## src/rtl/tmr_mon_pkg.sv

```systemverilog
// rtl/tmr_mon_pkg.sv - shared types and bundle layout for the NFC TMR fault monitor
package tmr_mon_pkg;

  localparam int NFC_BUNDLE_W = 27;
  localparam int NUM_REP      = 3;

  localparam int REP_A = 0;
  localparam int REP_B = 1;
  localparam int REP_C = 2;

  typedef enum logic [1:0] {
    REP_HEALTHY = 2'b00,
    REP_SUSPECT = 2'b01,
    REP_FAILED  = 2'b10
  } rep_state_t;

  // Bundle layout, MSB first: {done, IO_A, ctl_A, IO_B, ctl_B, reading_A, reading_B}
  localparam int BIT_READING_B = 0;
  localparam int BIT_READING_A = 1;
  localparam int LSB_CTL_B     = 2;
  localparam int LSB_IO_B      = 6;
  localparam int LSB_CTL_A     = 14;
  localparam int LSB_IO_A      = 18;
  localparam int BIT_DONE      = 26;

endpackage

```

## src/rtl/tmr_rep_health.sv

```systemverilog
// rtl/tmr_rep_health.sv - one replica's HEALTHY/SUSPECT/FAILED tracker with run counters
// Optional lifetime mismatch counter enabled by TMR_MON_CNT_EN.
module tmr_rep_health
  import tmr_mon_pkg::*;
#(
  parameter int FAIL_TH  = 16,
  parameter int CLEAR_TH = 8,
  parameter int CNT_W    = 8
) (
  input  logic             clk,
  input  logic             rst,
  input  logic             mismatch,
  input  logic             recover,
  output rep_state_t       state,
  output logic             enter_failed,
  output logic [CNT_W-1:0] mis_cnt
);

  localparam logic [CNT_W-1:0] FAIL_LAST  = CNT_W'(FAIL_TH - 1);
  localparam logic [CNT_W-1:0] CLEAR_LAST = CNT_W'(CLEAR_TH - 1);

  rep_state_t       state_q, state_d;
  logic [CNT_W-1:0] mis_run_q, mis_run_d;
  logic [CNT_W-1:0] match_run_q, match_run_d;

  always_ff @(posedge clk or negedge rst) begin
    if (!rst) begin
      state_q     <= REP_HEALTHY;
      mis_run_q   <= '0;
      match_run_q <= '0;
    end else begin
      state_q     <= state_d;
      mis_run_q   <= mis_run_d;
      match_run_q <= match_run_d;
    end
  end

  always_comb begin
    state_d     = state_q;
    mis_run_d   = mis_run_q;
    match_run_d = match_run_q;
    case (state_q)
      REP_HEALTHY: begin
        if (mismatch) begin
          state_d     = REP_SUSPECT;
          mis_run_d   = CNT_W'(1);
          match_run_d = '0;
        end
      end
      REP_SUSPECT: begin
        if (mismatch) begin
          if (mis_run_q == FAIL_LAST) begin
            state_d     = REP_FAILED;
            mis_run_d   = '0;
            match_run_d = '0;
          end else begin
            mis_run_d   = mis_run_q + CNT_W'(1);
            match_run_d = '0;
          end
        end else begin
          if (match_run_q == CLEAR_LAST) begin
            state_d     = REP_HEALTHY;
            mis_run_d   = '0;
            match_run_d = '0;
          end else begin
            match_run_d = match_run_q + CNT_W'(1);
            mis_run_d   = '0;
          end
        end
      end
      REP_FAILED: begin
        if (recover) begin
          state_d     = REP_SUSPECT;
          mis_run_d   = '0;
          match_run_d = '0;
        end
      end
      default: begin
        state_d     = REP_HEALTHY;
        mis_run_d   = '0;
        match_run_d = '0;
      end
    endcase
  end

  assign state        = state_q;
  assign enter_failed = (state_q != REP_FAILED) && (state_d == REP_FAILED);

`ifdef TMR_MON_CNT_EN
  logic [CNT_W-1:0] mis_cnt_q;

  always_ff @(posedge clk or negedge rst) begin
    if (!rst) begin
      mis_cnt_q <= '0;
    end else if (mismatch && (mis_cnt_q != '1)) begin
      mis_cnt_q <= mis_cnt_q + CNT_W'(1);
    end
  end

  assign mis_cnt = mis_cnt_q;
`else
  assign mis_cnt = '0;
`endif

endmodule

```

## src/rtl/tmr_fault_monitor.sv

```systemverilog
// rtl/tmr_fault_monitor.sv - degradable TMR voter with per-replica health and fault reporting
// Build option TMR_MON_CNT_EN enables the per-replica mismatch totals.
module tmr_fault_monitor
  import tmr_mon_pkg::*;
#(
  parameter int W        = NFC_BUNDLE_W,
  parameter int FAIL_TH  = 16,
  parameter int CLEAR_TH = 8,
  parameter int CNT_W    = 8
) (
  input  logic             clk,
  input  logic             rst,
  input  logic [W-1:0]     data_A,
  input  logic [W-1:0]     data_B,
  input  logic [W-1:0]     data_C,
  input  logic             recover,
  input  logic             fault_ack,
  output logic [W-1:0]     data_out,
  output logic             tmr_error,
  output logic             double_fault,
  output logic [5:0]       rep_state,
  output logic             fault_vld,
  output logic [1:0]       fault_rep,
  output logic [W-1:0]     fault_mask,
  output logic [CNT_W-1:0] mis_cnt_A,
  output logic [CNT_W-1:0] mis_cnt_B,
  output logic [CNT_W-1:0] mis_cnt_C
);

  logic [W-1:0]       data [NUM_REP];
  rep_state_t         st [NUM_REP];
  logic [CNT_W-1:0]   mis_cnt [NUM_REP];
  logic [W-1:0]       mask_q [NUM_REP];
  logic [NUM_REP-1:0] active, mismatch, enter_failed;
  logic [NUM_REP-1:0] pend_q, pend_d;
  logic [W-1:0]       last_good_q;
  logic               double_cond;
  logic               ack_fire;

  assign data[REP_A] = data_A;
  assign data[REP_B] = data_B;
  assign data[REP_C] = data_C;

  for (genvar i = 0; i < NUM_REP; i++) begin : g_rep
    assign active[i]   = (st[i] != REP_FAILED);
    assign mismatch[i] = active[i] && (data[i] != data_out);

    tmr_rep_health #(
      .FAIL_TH  (FAIL_TH),
      .CLEAR_TH (CLEAR_TH),
      .CNT_W    (CNT_W)
    ) u_health (
      .clk          (clk),
      .rst          (rst),
      .mismatch     (mismatch[i]),
      .recover      (recover),
      .state        (st[i]),
      .enter_failed (enter_failed[i]),
      .mis_cnt      (mis_cnt[i])
    );
  end

  // No agreeing pair among the active replicas falls back to last_good.
  always_comb begin
    data_out    = last_good_q;
    double_cond = 1'b1;
    case (active)
      3'b111: begin
        data_out    = (data_A & data_B) | (data_A & data_C) | (data_B & data_C);
        double_cond = (data_A != data_B) && (data_A != data_C) && (data_B != data_C);
      end
      3'b011: if (data_A == data_B) begin data_out = data_A; double_cond = 1'b0; end
      3'b101: if (data_A == data_C) begin data_out = data_A; double_cond = 1'b0; end
      3'b110: if (data_B == data_C) begin data_out = data_B; double_cond = 1'b0; end
      3'b001: data_out = data_A;
      3'b010: data_out = data_B;
      3'b100: data_out = data_C;
      default: ;
    endcase
  end

  always_comb begin
    fault_rep  = 2'd0;
    fault_mask = '0;
    if (pend_q[REP_A]) begin
      fault_rep  = 2'(REP_A);
      fault_mask = mask_q[REP_A];
    end else if (pend_q[REP_B]) begin
      fault_rep  = 2'(REP_B);
      fault_mask = mask_q[REP_B];
    end else if (pend_q[REP_C]) begin
      fault_rep  = 2'(REP_C);
      fault_mask = mask_q[REP_C];
    end
  end

  assign fault_vld = |pend_q;
  assign ack_fire  = fault_vld && fault_ack;

  // A fresh failure of the acked index overrides the ack clear.
  always_comb begin
    pend_d = pend_q;
    if (ack_fire) pend_d[fault_rep] = 1'b0;
    pend_d = pend_d | enter_failed;
  end

  always_ff @(posedge clk or negedge rst) begin
    if (!rst) begin
      pend_q       <= '0;
      last_good_q  <= '0;
      tmr_error    <= 1'b0;
      double_fault <= 1'b0;
      for (int i = 0; i < NUM_REP; i++) mask_q[i] <= '0;
    end else begin
      pend_q       <= pend_d;
      tmr_error    <= |mismatch;
      double_fault <= double_cond;
      if (!double_cond) last_good_q <= data_out;
      for (int i = 0; i < NUM_REP; i++) begin
        if (enter_failed[i]) mask_q[i] <= data[i] ^ data_out;
      end
    end
  end

  assign rep_state = {st[REP_C], st[REP_B], st[REP_A]};
  assign mis_cnt_A = mis_cnt[REP_A];
  assign mis_cnt_B = mis_cnt[REP_B];
  assign mis_cnt_C = mis_cnt[REP_C];

endmodule

```

## config.mk

```make
export PLATFORM = sky130hd
export DESIGN_NAME = tmr_fault_monitor
export DESIGN_NICKNAME = d
export VERILOG_FILES = /design/src/rtl/tmr_mon_pkg.sv /design/src/rtl/tmr_rep_health.sv /design/src/rtl/tmr_fault_monitor.sv
export SDC_FILE = /design/constraint.sdc
export NUM_CORES = 1
export LEC_CHECK = 0
export CAP_MARGIN = 20
export CORE_ASPECT_RATIO = 0.8
export CORE_MARGIN = 3
export CORE_UTILIZATION = 50
export DETAILED_ROUTE_END_ITERATION = 10
export MAX_ROUTING_LAYER = met4
export PLACE_DENSITY = 0.77
export SYNTH_ARGS = -nofsm -noshare
export SYNTH_HDL_FRONTEND = slang
export SYNTH_HIERARCHICAL = 1
export SYNTH_SLANG_ARGS = --single-unit
```

## constraint.sdc

```tcl
create_clock -name clk -period 4.25 [get_ports clk]
set_clock_uncertainty 0.1 [all_clocks]
set_input_delay 0.85 -clock clk [delete_from_list [all_inputs] [get_ports clk]]
set_output_delay 0.85 -clock clk [all_outputs]
set_load 0.005 [all_outputs]
```

Yosys cells after proc, flatten, opt, wreduce, memory -nomap -nowiden:

Index checks and enable logic that the tools add are counted.

* add/subtract/negate cells: 6
* $lt $le $gt $ge: 2
* equality and inequality tests: 40
* muxes and demuxes: 60
* bitwise gates (word level): 11
* reduce and logical (&&, ||, !) cells: 18

Operator list (count)
* one-hot mux 27 bit (7 select lines): 1
* two-way mux 27 bit: 6
* inequality test 27 bit: 6
* two-way mux 8 bit: 19
* one-hot mux 8 bit (3 select lines): 6
* bitwise AND 27 bit: 3
* == test 27 bit: 3
* bitwise XOR 27 bit: 3
* OR 27 bit: 2
* adder 8 x 1 -> 8 bit, second input constant: 6
* two-way mux 2 bit: 18
* == test 8 x 3 -> 1 bit, second input constant: 3
* == test 8 x 4 -> 1 bit, second input constant: 3
* one-hot mux 2 bit (3 select lines): 3
* == test 2 bit, second input constant: 6
* == test 3 bit, second input constant: 4
* inequality test 2 bit, second input constant: 6
* logical AND 1 bit: 10
* == test 2 x 1 -> 1 bit, second input constant: 3
* == test 3 x 2 -> 1 bit, second input constant: 2
* logical NOT 2 bit: 3
* inequality test 2 x 1 -> 1 bit, second input constant: 3
* AND reduction 2 bit: 3
* OR reduction 3 bit: 2
* 10 further kinds: 13

* register bits: 167

Longest topological paths before layout:

* depth after elaboration: 11
* gate-level depth with buffers: 19
* depth with buffers taken out: 17

Modules after synthesis:

The synthesis kept the hierarchy.

Modules (own cells, without submodules)
* tmr_fault_monitor: instances 1, cells an instance 896, area each 8618.3 µm², seq. area each 2827.7 µm²
* tmr_rep_health at g_rep[0].u_health ...: instances 2, cells an instance 107, area each 1044.8 µm², seq. area each 450.4 µm²
* tmr_rep_health at g_rep[2].u_health: instances 1, cells an instance 111, area each 1033.5 µm², seq. area each 450.4 µm²

Worst setup path before layout:

OpenSTA, ideal clock, no wires.

* path type: input to register
* start: in data_A[13]
* end: reg mask_q[18] (netlist name)
* setup time: 0.125 ns
* data arrival time: 5.041 ns
* slack: -1.015 ns
* stages on the path: 17
* path buffers: 3
* cells stage by stage: ha_1 nor4_2 and4_4 a21boi_2 nor3b_4 nand2_4 buf_2 a221oi_2 xnor2_1 nor4_1 and2_0 a41oi_1 nand3b_1 nor2_1 clkbuf_1 clkbuf_1 mux2_2

* cells in the longest elaborated chain, start to end: 10

RTL lines
* start, declared: line tmr_fault_monitor.sv:13 `input logic [W-1:0] data_A,`
* branches (longest 3 deep; another with == test 27 bit)
* one-hot mux 27 bit (7 select lines) (*): line tmr_fault_monitor.sv:67 `case (active)`
* inequality test 27 bit (*): line tmr_fault_monitor.sv:46 `assign mismatch[i] = active[i] && (data[i] != data_out);`
* logical AND 1 bit (*): line tmr_fault_monitor.sv:46
* named net mismatch[2]: line tmr_fault_monitor.sv:34 `logic [NUM_REP-1:0] active, mismatch, enter_failed;`
* two-way mux 2 bit (on tied branches): line tmr_rep_health.sv:51, tmr_rep_health.sv:44
* one-hot mux 2 bit (3 select lines) (*): line tmr_rep_health.sv:42 `case (state_q)`
* == test 2 bit (*): line tmr_rep_health.sv:87 `assign enter_failed = (state_q != REP_FAILED) && (state_d == REP_FAILED);`
* logical AND 1 bit (*): line tmr_rep_health.sv:87
* named net enter_failed[2]: line tmr_fault_monitor.sv:34
* end signal, assigned by index: line tmr_fault_monitor.sv:120 `if (enter_failed[i]) mask_q[i] <= data[i] ^ data_out;`
* end, declared: line tmr_fault_monitor.sv:33 `logic [W-1:0] mask_q [NUM_REP];`

Mark *: on every way through the listed nets, which the timed path passes.
A chain may end at the register's enable or synchronous reset.

Worst setup path in the final report:

* start: in data_B[5]
* end: reg g_rep[1].u_health.match_run_q[7]

* cells in the longest elaborated chain, start to end: 8

RTL lines
* start, declared: line tmr_fault_monitor.sv:14 `input logic [W-1:0] data_B,`
* branches (longest 4 deep; another with == test 27 bit)
* inequality test 27 bit (*): line tmr_fault_monitor.sv:46
* logical AND 1 bit (*): line tmr_fault_monitor.sv:46
* named net mismatch[1]: line tmr_fault_monitor.sv:34
* two-way mux 8 bit or inequality test 2 x 1 -> 1 bit (tied branches)
* one-hot mux 8 bit (3 select lines) or AND reduction 2 bit (tied branches)
* end signal, assigned: line tmr_rep_health.sv:34 `match_run_q <= match_run_d;`
* end, declared: line tmr_rep_health.sv:24 `logic [CNT_W-1:0] match_run_q, match_run_d;`

Marked as above.

==> metrics.yaml <==
routed_wl_mm: 55.2
start_util_pct: 51.6
ios: 174
synth.distinct_cells: 78
grt-ovfl-total: 0
dieArea_mm2: 0.0254
ir_drop_uv: 293
finalSetupViolations: 163
status: "complete, but fails checks"
ys_async_sr_fraction_pct: 100
synthMuxAreaShare_pct: 8.25
layout_setup_ws_ns: -0.926
synthSimpleGateAreaFrac_pct: 16.6
synthXorXnorAreaFrac_pct: 6.19
place_area_mm2: 0.0168
p_total_mw: 6.99
clk_root_buffer_cell: "clkbuf_16"
ant_nets: 0
ys_seq_elements: 167
fill_cells: 1194
critical_path_peak_fanout: 7
worst_hold_path_type: "input port to async pin"
port_buffers: 149
synth_top_family_by_area: "compound AO/OA/AOI/OAI gates"
antenna_found_initial: 1
drtIter0Drc: 1939
crit_type: "input port to flip-flop"
cts_tree: "built"
clkLatencyLatePin_ns: 0.45
drt-wirelength-per-cell_um: 26.7
rows: 49
synth_compound_area_share_pct: 19.1
final_cell_mix: "buf_4 (360), dfrtp_1 (166), nand2_1 (81)"
critPathArrivalTime_ns: 5.46
dp_slack_ns: -1.76
syn_inst: 1221
gp_congestion: 1.08
syn_area_mm2: 0.0117
final_layout_size_suffix_gt1_share_pct: 48.3
worstMarginPinSlew_ns: 1.10
max_freq_mhz: 193
core-area_mm2: 0.0227
slew_viol_final: 0
critPathLaunchType: "input port"
seq_area_mm2: 0.00418
first_pass_iters: 7
synth_edf_count: 0
powerDensity_mw_per_mm2: 365
path_clk_slew_ns: 0.08
grt_max_degree: 73
seq_area_frac_synth_pct: 35.6
dp_cells: 1973
postLayoutCellArea_mm2: 0.0192
yosysWarningCount: 6
timing.final.crit_share_pct: 122
syn_area_per_cell_um2: 9.62
slew-limit-headroom_pct: 26.6
endpoint_kind: "flip-flop"
cap_violations: 0
required_ns: 4.53
final_nets: 1924
cellLeakagePower_nw: 8.46
routed_via_density: 6.56
rsz0062_at_grt: "true"
die_w_um: 177
multi_input_area_mm2: 0.00909
grt_pass1_vias: 12900
drc: 0
numCtsBuffers: 17
via_count: 13600
stdcell_count: 2072
grt_util_all_layers_pct: 39.8
finalHoldViolCount: 0
ys.flop_type: "dfrtp_1"
areaGrowthSynthToFinish_pct: 63.1
die_h_um: 143
yosys.area_share.adder_pct: 9.27
clock_path_buffers: 2
final_common_cell: "buf_4"
violations: "negative setup slack"
htree_levels: 4
hpwlAfterDp_mm: 35.7
grt_pass1_wl_mm: 74.3
clock_sinks: 167
min_period_ns: 5.18
==> cell type report <==
class | count | share of cell area, %
clock buffers | 24 | 2.67
multi-input cells | 960 | 47.5
flip-flops and latches | 167 | 21.8
repair buffers | 563 | 24.7
inverters | 43 | 0.843
diodes | 1 | 0.0131
well taps | 306 | 2.00
clock inverters | 8 | 0.457
==> cells by family (layout without fill, tap and decap cells) <==
| kind of cell | count (synthesis) | after routing |
|---|---|---|
| compound gates | 313 | 315 |
| xor+xnor | 83 | 83 |
| flops | 167 | 167 |
| mux | 88 | 88 |
| simple gates | 361 | 363 |
| buf+inv | 119 | 638 |
| other cells | 3 | 25 |
| fa+ha+maj | 87 | 87 |
==> layer usage <==
layer  vias up  share of wire, %  global-route usage (%)
met5         -                 0                       -
met4         0               6.6                    16.6
met3       340                11                    8.75
met2      1073                44                    61.8
met1      6595                38                    50.5
li1       5585                 -                       -
==> worst max-delay path, cell delays in order <==
cell and delay [ns]:
buf_8 0.10, buf_6 0.11, ha_4 0.25, nor4_4 0.35, and4_4 0.31, a21oi_4 0.07
nor3b_4 0.25, nand2_4 0.19, buf_4 0.20, a221oi_4 0.36, buf_6 0.17, xnor2_1 0.25
nor4_2 0.38, nand4_1 0.24, o31a_1 0.44, mux2_4 0.36, or2b_4 0.31, o21ai_2 0.08
a21o_1 0.16
==> Yosys cell counts (5+ instances only) <==
master,n,area (µm²)
a22o_1,13,114
a22oi_1,30,225
nor3_1,25,125
buf_2,8,40.0
inv_1,43,161
a31o_2,8,70.1
and3_1,18,113
nor4_2,9,113
a21o_1,18,135
o21ai_1,12,60.1
nor2_1,83,312
buf_1,7,26.3
ha_1,87,1090
nand4_1,12,75.1
nor2b_1,11,68.8
or4_1,8,60.1
mux2_2,70,788
a31oi_1,8,50.1
o2111ai_1,6,52.6
nor3b_1,15,113
a21boi_0,7,52.6
nand2b_1,10,62.6
mux2i_1,18,180
or3_1,14,87.6
o31ai_1,15,113
buf_4,25,188
xnor2_1,46,403
o21ai_0,61,305
nor4_1,24,150
a221oi_2,7,105
a2bb2oi_1,5,43.8
a221oi_1,15,131
clkbuf_1,33,124
a221o_1,13,130
a21oi_1,58,290
nand3_1,19,95.1
xor2_1,37,324
nand2_1,85,319
dfrtp_1,167,4180
and3_2,7,52.6
==> power breakdown <==
| part | switching (mW) | internal [mW] | leakage [nW] |
|---|---|---|---|
| registers | 0.406 | 2.07 | 2.10 |
| logic | 1.38 | 1.52 | 6.07 |
| clock network | 0.720 | 0.907 | 0.285 |
==> registers in the layout, indices dropped and copies added (netlist names) <==
signal and cells:
tmr_error 1, g_rep.u_health/match_run_q 24, g_rep.u_health/state 6, pend_q 3, last_good_q 27, mask_q 81, g_rep.u_health/mis_run_q 24, double_fault 1
==> metrics by stage <==
step	util [%]	hold slack, ns	setup TNS [ns]
after floorplan	-	0.360	-25.26
after global placement	74.0	0.390	-238.51
after detailed placement	74.0	0.392	-239.28
after CTS	80.8	0.371	-69.94
after global routing	84.2	0.368	-113.44
final	84.2	0.306	-104.35
==> final timing paths <==
check                                            from                                to  slack [ns]  depth (start not counted)
min in group clk                           mask_q[74]                        mask_q[74]        0.41                          1
setup reg to reg           g_rep[1].u_health/state[0]  g_rep[1].u_health/match_run_q[7]       -0.80                         15
hold / removal                                    rst                    last_good_q[9]        0.31                          1
setup / recovery                            data_B[5]  g_rep[1].u_health/match_run_q[7]       -0.93                         19
hold reg to reg                            mask_q[74]                        mask_q[74]        0.41                          1
max in group asynchronous                         rst                   last_good_q[19]        2.67                          2
==> repair_timing <==
item | in CTS | in global routing
resized for setup | 371 | 186
cloned | 1 | 5
setup buffers | 28 | 35
hold endpoints to repair | 0 | 0
setup endpoints to repair | 166 | 166
pin swaps | 81 | 63
hold buffers | 0 | 0
Power figures use the tool's default switching activity.
